### config.mk
export PLATFORM = sky130hd
export DESIGN_NAME = chs_controller_flat
export DESIGN_NICKNAME = d
export VERILOG_FILES = /design/src/rtl/chs_pkg.sv /design/src/rtl/chs_if.sv /design/src/rtl/chs_speed_ramp.sv /design/src/rtl/chs_controller.sv /design/src/flat_wrapper.sv
export SDC_FILE = /design/constraint.sdc
export NUM_CORES = 1
export LEC_CHECK = 0
export CORE_MARGIN = 2
export CORE_UTILIZATION = 50
export CTS_CLUSTER_DIAMETER = 120
export DETAILED_ROUTE_END_ITERATION = 8
export PLACE_DENSITY_LB_ADDON = 0.25
export SLEW_MARGIN = 20
export SYNTH_ARGS = -nofsm -noshare
export SYNTH_HDL_FRONTEND = slang
export SYNTH_SLANG_ARGS = --single-unit
### constraint.sdc
create_clock -name clk -period 3.8 [get_ports clk]
set_input_delay 1.14 -clock clk [delete_from_list [all_inputs] [get_ports clk]]
set_output_delay 1.14 -clock clk [all_outputs]
set_load 0.05 [all_outputs]
### src/rtl/chs_pkg.sv
// chs_pkg: shared types, field positions and mapping helpers for chs_controller.
package chs_pkg;

   typedef enum logic [1:0] {
      IDLE = 2'b00,
      COOL = 2'b01,
      HEAT = 2'b10,
      HOLD = 2'b11
   } chs_state_e;

   localparam int MODE_BIT  = 7;
   localparam int POWER_LSB = 0;
   localparam int POWER_W   = 4;

   localparam logic [7:0]         SPEED_MAX   = 8'hFF;
   localparam logic [POWER_W-1:0] POWER_MAX   = 4'hF;
   localparam int                 SPEED_SCALE = 16;

   // min(diff, POWER_MAX)
   function automatic logic [POWER_W-1:0] power_of(input logic [7:0] diff);
      return (diff > 8'(POWER_MAX)) ? POWER_MAX : diff[POWER_W-1:0];
   endfunction

   // min(diff * SPEED_SCALE, SPEED_MAX), saturating before the product overflows
   function automatic logic [7:0] speed_of(input logic [7:0] diff);
      return (diff > 8'(SPEED_MAX / 8'(SPEED_SCALE))) ? SPEED_MAX : 8'(diff * 8'(SPEED_SCALE));
   endfunction

endpackage

### src/rtl/chs_if.sv
// chs_if: sample/enable inputs and regulation outputs of chs_controller.
//   master: drives enable, sample_valid, cur_temp, target_temp; observes outputs.
//   slave : the controller side.
interface chs_if;
   logic       enable;
   logic       sample_valid;
   logic [7:0] cur_temp;
   logic [7:0] target_temp;
   logic [7:0] chs_conf;
   logic       chs_mode;
   logic [3:0] chs_power;
   logic [7:0] speed;
   logic [1:0] state;

   modport master (
      output enable, sample_valid, cur_temp, target_temp,
      input  chs_conf, chs_mode, chs_power, speed, state
   );

   modport slave (
      input  enable, sample_valid, cur_temp, target_temp,
      output chs_conf, chs_mode, chs_power, speed, state
   );
endinterface

### src/rtl/chs_speed_ramp.sv
// chs_speed_ramp: slews speed toward target by 1 LSB every RAMP_DIV clocks.
//   clk    : system clock, rising edge
//   arst   : asynchronous active-low reset
//   target : speed target (next-cycle value from the controller)
//   speed  : ramped fan duty byte
module chs_speed_ramp #(
   parameter int RAMP_DIV = 16
) (
   input  logic       clk,
   input  logic       arst,
   input  logic [7:0] target,
   output logic [7:0] speed
);

   localparam int CW = $clog2(RAMP_DIV + 1);

   logic [CW-1:0] cnt_q, cnt_d;
   logic [7:0]    tgt_q, spd_q, spd_d;
   logic          step;

   // tgt_q remembers the last target so a change restarts the divider
   always_comb begin
      step  = (target == tgt_q) && (spd_q != target) && (cnt_q == CW'(RAMP_DIV - 1));
      cnt_d = (target != tgt_q || spd_q == target || step) ? '0 : cnt_q + CW'(1);
      spd_d = !step ? spd_q : (spd_q < target) ? spd_q + 8'd1 : spd_q - 8'd1;
   end

   always_ff @(posedge clk or negedge arst) begin
      if (!arst) begin
         cnt_q <= '0;
         tgt_q <= '0;
         spd_q <= '0;
      end else begin
         cnt_q <= cnt_d;
         tgt_q <= target;
         spd_q <= spd_d;
      end
   end

   assign speed = spd_q;

endmodule

### src/rtl/chs_controller.sv
// chs_controller: hysteresis/dwell cool-heat sequencer driving chs_conf and fan speed.
//   clk  : system clock, rising edge
//   arst : asynchronous active-low reset
//   bus  : chs_if.slave (enable, sample_valid, cur_temp, target_temp in;
//          chs_conf, chs_mode, chs_power, speed, state out)
//   Build option CHS_RAMP_EN: slew speed through chs_speed_ramp instead of a plain register.
module chs_controller
   import chs_pkg::*;
#(
   parameter int HYST         = 2,
   parameter int DWELL_CYCLES = 1000,
   parameter int RAMP_DIV     = 16
) (
   input logic  clk,
   input logic  arst,
   chs_if.slave bus
);

   localparam int DW = $clog2(DWELL_CYCLES + 1);

   if (HYST > 15 || DWELL_CYCLES < 1 || RAMP_DIV < 1) begin : g_param_check
      $error("chs_controller: parameter out of range");
   end

   chs_state_e   state_q, state_d;
   logic [7:0]   cur_q, cur_d, tgt_q, tgt_d;
   logic [DW-1:0] dwell_q, dwell_d;
   logic         mode_q, mode_d;
   logic [3:0]   power_q, power_d;
   logic [7:0]   spd_tgt_d, speed, diff, conf;
   logic [8:0]   c9, t9;
   logic         active;

   // 9-bit compares so tgt+HYST and cur+HYST cannot wrap
   assign c9 = {1'b0, cur_q};
   assign t9 = {1'b0, tgt_q};

   always_comb begin
      cur_d   = bus.sample_valid ? bus.cur_temp : cur_q;
      tgt_d   = bus.sample_valid ? bus.target_temp : tgt_q;
      diff    = (cur_q >= tgt_q) ? cur_q - tgt_q : tgt_q - cur_q;
      state_d = state_q;
      case (state_q)
         IDLE: state_d = !bus.enable ? IDLE :
                         (c9 > t9 + 9'(HYST)) ? COOL :
                         (c9 + 9'(HYST) < t9) ? HEAT : IDLE;
         COOL: if (!bus.enable || cur_q <= tgt_q) state_d = HOLD;
         HEAT: if (!bus.enable || cur_q >= tgt_q) state_d = HOLD;
         HOLD: if (dwell_q == '0) state_d = IDLE;
      endcase
      dwell_d   = (state_d == HOLD && state_q != HOLD) ? DW'(DWELL_CYCLES - 1) :
                  (state_q == HOLD && dwell_q != '0) ? dwell_q - DW'(1) : dwell_q;
      active    = (state_d == COOL) || (state_d == HEAT);
      power_d   = active ? power_of(diff) : '0;
      // mode sticks through HOLD so the decoder keeps its last direction
      mode_d    = (state_d == HEAT) || (state_d == HOLD && mode_q);
      spd_tgt_d = active ? speed_of(diff) : '0;
   end

   always_ff @(posedge clk or negedge arst) begin
      if (!arst) begin
         state_q <= IDLE;
         cur_q   <= '0;
         tgt_q   <= '0;
         dwell_q <= '0;
         mode_q  <= 1'b0;
         power_q <= '0;
      end else begin
         state_q <= state_d;
         cur_q   <= cur_d;
         tgt_q   <= tgt_d;
         dwell_q <= dwell_d;
         mode_q  <= mode_d;
         power_q <= power_d;
      end
   end

`ifdef CHS_RAMP_EN
   // ramp sees the next-cycle target so its divider starts on the same edge the target moves
   chs_speed_ramp #(.RAMP_DIV(RAMP_DIV)) u_ramp (
      .clk    (clk),
      .arst   (arst),
      .target (spd_tgt_d),
      .speed  (speed)
   );
`else
   logic [7:0] speed_q;

   always_ff @(posedge clk or negedge arst) begin
      if (!arst) speed_q <= '0;
      else       speed_q <= spd_tgt_d;
   end

   assign speed = speed_q;
`endif

   always_comb begin
      conf                         = '0;
      conf[MODE_BIT]               = mode_q;
      conf[POWER_LSB +: POWER_W]   = power_q;
   end

   assign bus.chs_conf  = conf;
   assign bus.chs_mode  = mode_q;
   assign bus.chs_power = power_q;
   assign bus.speed     = speed;
   assign bus.state     = state_q;

endmodule

### src/flat_wrapper.sv
// flat-port wrapper written by rule: the top's interface ports become plain ports
module chs_controller_flat import chs_pkg::*;
#(
   parameter int HYST         = 2,
   parameter int DWELL_CYCLES = 1000,
   parameter int RAMP_DIV     = 16
)
  (clk, arst, bus_enable, bus_sample_valid, bus_cur_temp, bus_target_temp, bus_chs_conf, bus_chs_mode, bus_chs_power, bus_speed, bus_state);
  chs_if bus_i ();
  input logic clk;
  input logic arst;
  input wire logic [$bits(bus_i.enable)-1:0] bus_enable;
  input wire logic [$bits(bus_i.sample_valid)-1:0] bus_sample_valid;
  input wire logic [$bits(bus_i.cur_temp)-1:0] bus_cur_temp;
  input wire logic [$bits(bus_i.target_temp)-1:0] bus_target_temp;
  output wire logic [$bits(bus_i.chs_conf)-1:0] bus_chs_conf;
  output wire logic [$bits(bus_i.chs_mode)-1:0] bus_chs_mode;
  output wire logic [$bits(bus_i.chs_power)-1:0] bus_chs_power;
  output wire logic [$bits(bus_i.speed)-1:0] bus_speed;
  output wire logic [$bits(bus_i.state)-1:0] bus_state;
  assign bus_i.enable = bus_enable;
  assign bus_i.sample_valid = bus_sample_valid;
  assign bus_i.cur_temp = bus_cur_temp;
  assign bus_i.target_temp = bus_target_temp;
  assign bus_chs_conf = bus_i.chs_conf;
  assign bus_chs_mode = bus_i.chs_mode;
  assign bus_chs_power = bus_i.chs_power;
  assign bus_speed = bus_i.speed;
  assign bus_state = bus_i.state;
  chs_controller #(.HYST(HYST), .DWELL_CYCLES(DWELL_CYCLES), .RAMP_DIV(RAMP_DIV)) u_core (.clk(clk), .arst(arst), .bus(bus_i));
endmodule
-- Word level (Yosys, flattened, before mapping)
Index checks and enable logic that the tools add are counted.
- register bits: 41
- memories: 0
- RAM bits: 0
- output and inout bits: 23
- bits in read-only memories: 0
- logic and storage cells: 50
- input bits: 20
- latch bits: 0
- shift-type cells: 0
- mux-type cells: 14
- magnitude comparators: 5
- div/mod/pow operators: 0
- reduce and logical (&&, ||, !) cells: 12
- $add $sub $neg: 5
- bitwise operators: 0
- multipliers: 0
- equality and inequality tests: 7
- operators with widths (cell ; number):
    2-to-1 mux 8 bit ; 3
    2-to-1 mux 10 bit ; 2
    adder 8 x 2 -> 9 bit (second input constant) ; 2
    subtractor 8 bit ; 2
    2-to-1 mux 2 bit ; 6
    logical NOT 10 bit ; 1
    nonzero test 10 bit ; 1
    subtractor 10 x 1 -> 10 bit (second input constant) ; 1
    greater-than comparator 8 x 9 -> 1 bit ; 1
    less-than comparator 9 x 8 -> 1 bit ; 1
    equality test 2 bit (second input constant) ; 4
    >= comparator 8 bit ; 1
    greater-than comparator 8 x 4 -> 1 bit (second input constant) ; 1
    less-or-equal comparator 8 bit ; 1
    2-to-1 mux 4 bit ; 2
    one-hot mux 2 bit (4 select lines) ; 1
    equality test 2 x 1 -> 1 bit (second input constant) ; 2
    logical OR 1 bit ; 4
    logical AND 1 bit ; 3
    logical NOT 2 bit ; 1
    != test 2 bit (second input constant) ; 1
    nonzero test 2 bit ; 1
    logical NOT 1 bit ; 1

-- Logic depth before layout (Yosys ltp)
- depth in word-level cells: 9
- mapped depth: 16
- mapped depth without buffers: 16

-- Least setup slack after synthesis
Ideal clock, no wire load.
- path kind: flip-flop to flip-flop
- start: reg u_core.tgt_q[1]
- end: reg u_core.dwell_q[0]
- data required time: 3.673 ns
- cell stages (with the launch flop): 17
- path buffers: 0
- arrival time: 2.982 ns
- library setup time: 0.127 ns
- period minus slack after synthesis: 3.109 ns
- slack: 0.691 ns
- cells stage by stage: dfrtp_1 > inv_2 > nor4_1 > nand2_1 > xnor2_1 > ha_1 > a21o_1 > a21oi_1 > nor3b_1 > a221oi_1 > o31a_1 > a211oi_1 > a21oi_1 > ha_1 > and2_1 > nor3_1 > a21oi_1
- longest elaborated chain between the ends: 8
- elaborated cells between the ends (all ways): 17
- classes of those cells: add/sub (1); order compare (4); eq/ne (1); mux (7); reduce/logical (4)
- RTL lines (item ; line ; RTL):
    from (decl) ; chs_controller.sv:26 ; logic [7:0] cur_q, cur_d, tgt_q, tgt_d;
    from (signal assigned) ; chs_controller.sv:71 ; tgt_q <= tgt_d;
    adder 8 x 2 -> 9 bit ; chs_controller.sv:45 ; (c9 > t9 + 9'(HYST)) ? COOL :
    greater-than comparator 8 x 9 -> 1 bit ; chs_controller.sv:45 ;
    2-to-1 mux 2 bit ; chs_controller.sv:45 ;
    2-to-1 mux 2 bit ; chs_controller.sv:44 ; IDLE: state_d = !bus.enable ? IDLE :
    one-hot mux 2 bit (4 select lines) (*) ; chs_controller.sv:43 ; case (state_q)
    net u_core.state_d[0] ; chs_controller.sv:25 ; chs_state_e state_q, state_d;
    equality test 2 bit (*) ; chs_controller.sv:51 ; dwell_d = (state_d == HOLD && state_q != HOLD) ? DW'(DWELL_CYCLES - 1) :
    logical AND 1 bit (*) ; chs_controller.sv:51 ;
    2-to-1 mux 10 bit or nonzero test 2 bit (tied branches) ; -- ;
    to (signal assigned) ; chs_controller.sv:72 ; dwell_q <= dwell_d;
    to (decl) ; chs_controller.sv:27 ; logic [DW-1:0] dwell_q, dwell_d;
Mark *: on every way through the listed nets, which the timed path passes. The rest lies on a longest branch.
A chain may end at the register's enable or synchronous reset.

-- Final worst setup path
- start: reg u_core.tgt_q[1]
- end: reg u_core.dwell_q[1]
Same word-level chain as after synthesis.

==> results.ini <==
[cts]
cts_max_level = 2
numCtsBuffers = 5
cts_root_buffer = clkbuf_8
cts_hold_buf = 0
post_cts_buffers = 0
clock_latency_ps = 290
clk_path_buf_depth = 2
path_clk_slew_ps = 70
cts_tree = built
cts_resized = 0
cts.sinks = 34

[synthesis]
synth_area_per_cell_um2 = 9.170
syn_inst = 310
synth_warnings = 0
netlist_area_um2 = 2843
synthArstFlopShare_pct = 100.0
synth_seq_cells = 34
synth_ff_type = dfrtp_1
ys_seq_area_share_pct = 29.93
synthDistinctLibCells = 64
synth_edf_count = 0

[timing]
grt_setup_unrepaired = false
hold_ws_ps = 520.9
worst_slew_pin_slew_ps = 561.0
fmax_ghz = 0.2824
maxSlewViolCount = 0
min_period_over_period_pct = 93.19
max-slew-margin-rel_pct = 62.43
period_minus_slack_ps = 3541
fin_skew_ps = 5.529
hold_violations = 0
tns_ps = 0
setup_viol = 0

[floorplanning]
core_um2 = 5507
io-pin-count = 43
num_rows = 27
die_height_um = 79.40
start_util_pct = 51.62
dieArea_um2 = 6304
die-width_um = 79.40

[grt]
antenna_found_initial = 0
grt_max_degree = 35
grt_pass1_wl_um = 9770
grt_pass1_vias = 2181
grt_overflow = 0
track_usage_pct = 19.95

[power]
p_leak_uw = 0.001458
pwr-share-clk_pct = 24.5
ir_drop_mv = 0.2125
seqPwrFrac_pct = 35.5
pwr-share-comb_pct = 40.0
fin_total_pwr_uw = 1393
p_per_area_nw_per_um2 = 423.9
p_switching_uw = 502.4
intPower_uw = 891.0
swShare_pct = 36.06

[cells_and_area]
diodes = 0
layout_commonest_cell = clkdlybuf4s50_1
drive_gt1_share_pct = 10.09
area_growth_pct = 15.62
mostFrequentLayoutCells = clkdlybuf4s50_1 (39), ha_1 (34), dfrtp_1 (33)
fin_cells = 409
nets = 393

[status]
status = finished, final reports clean

[routing]
routed_wl_um = 5705
wl_per_cell_um = 13.95
routed_via_density = 5.472
ant_nets = 0
drt_iter0_markers = 102
vias = 2238
dr.pass1.iters = 4
drc = 0

[worst_hold_path]
whs_endpoint = u_core.bus.chs_mode
hp-start = u_core.bus.chs_mode
min_path_type = reg -> reg
min_path_cells = 1

[setup_path]
path_max_fanout = 8
worstPathArrival_ps = 3690
critPathKind = reg -> reg
critPathLaunchType = register
r2r-start = u_core.tgt_q[1]
crit_required_ps = 3950
cp-end-kind = register
rrSetupSlack_ps = 260
r2r_cells = 15
reg2reg_to = u_core.dwell_q[1]

[placement]
hpwlAfterDp_um = 4523
gp_congestion = 0.9098
dp.cells = 402
io_buffers = 39

[flow_run]
max-cap-violations = 0

## registers in the layout, summed over array words and instances (netlist names)
| name | flops |
|---|---|
| u_core.dwell_q | 10 |
| u_core.cur_q | 8 |
| u_core.tgt_q | 8 |
| u_core.bus.chs_power | 4 |
| u_core.bus.state | 2 |
| u_core.bus.chs_mode | 1 |
| u_core.bus.speed | 1 |
## per-stage QoR
stage | setup slack (ps) | utilization [%] | area (um^2)
4_1_cts | 228.7 | 59.67 | 3286
3_3_place_gp | 413.4 | 57.62 | 3173
3_5_place_dp | 249.1 | 57.62 | 3173
6_report | 258.8 | 59.69 | 3287
2_1_floorplan | 691.2 | - | 2850
5_1_grt | 68.40 | 59.69 | 3287
## cell type report
cell class | instances | area (um^2)
Fill cell | 480 | 2220
Multi-Input combinational cell | 232 | 1740
Sequential cell | 34 | 852.1
Timing Repair Buffer | 41 | 405.4
Tap cell | 72 | 90.09
Inverter | 23 | 86.33
Clock buffer | 6 | 82.58
Clock inverter | 1 | 30.03
## power groups by stage
stage | Combinational, uW | Clock, uW | Sequential [uW]
finish | 558 | 342 | 494
detailed placement | 555 | 0 | 501
CTS | 560 | 350 | 493
floorplan | 432 | 0 | 503
global placement | 541 | 0 | 499
global route | 625 | 370 | 505
## cell families (layout without fill, tap and decap cells)
family | Yosys count | count (layout) | synth area share, %
other | 1 | 3 | 0.1319
AOI/OAI and AO/OA | 85 | 85 | 20.42
muxes | 3 | 3 | 1.276
adders and majority gates | 36 | 36 | 16.37
DFF | 34 | 34 | 29.93
and+or+nand+nor | 86 | 86 | 16.90
buffers and inverters | 46 | 71 | 9.111
xor gates and xnor gates | 19 | 19 | 5.854
## worst max-delay path, stage by stage (launching register included)
cell	delay (ps)
dfrtp_2	470
inv_2	80
nor4_1	420
nand2_1	150
xnor2_1	150
ha_1	300
a21o_1	160
a21oi_1	190
nor3b_1	220
a221oi_1	120
o31a_1	140
a211oi_1	300
a21oi_1	100
ha_1	240
nand2_1	230
o211ai_1	140
## worst max path at each step
| stage | to | depth (start not counted) | from |
|---|---|---|---|
| floorplan | u_core.dwell_q[0] | 16 | u_core.tgt_q[1] |
| global placement | u_core.dwell_q[1] | 15 | u_core.tgt_q[1] |
| detailed placement | u_core.dwell_q[1] | 15 | u_core.tgt_q[1] |
| CTS | u_core.dwell_q[1] | 15 | u_core.tgt_q[1] |
| global route | u_core.dwell_q[0] | 16 | u_core.tgt_q[1] |
| finish | u_core.dwell_q[1] | 15 | u_core.tgt_q[1] |
## per-layer routing
metal / vias up / GRT usage (%) / routed length [um]
met3: 8 / 4.186 / 324
met4: 0 / 8.103 / 95
met5: - / 0 / 0
met1: 1033 / 25.50 / 2600
met2: 73 / 32.88 / 2684
li1: 1124 / - / -
## synth_stat cells (3+ instances only)
library cell / instances / area, um^2
dfrtp_1: 34 / 850.8
ha_1: 34 / 425.4
nand2_1: 27 / 101.4
o21ai_0: 23 / 115.1
inv_1: 20 / 75.07
buf_4: 17 / 127.6
a21oi_1: 16 / 80.08
xnor2_1: 15 / 131.4
nand3_1: 10 / 50.05
nor2_1: 8 / 30.03
o21a_1: 8 / 60.06
nor3_1: 7 / 35.03
nor2b_1: 5 / 31.28
o211ai_1: 5 / 37.54
o21ai_1: 5 / 25.02
a21o_1: 4 / 30.03
and3_1: 4 / 25.02
nand2b_1: 4 / 25.02
xor2_1: 4 / 35.03
buf_6: 3 / 33.78
clkbuf_1: 3 / 11.26
inv_2: 3 / 11.26
No activity file was read; power rests on OpenSTA's default activity.
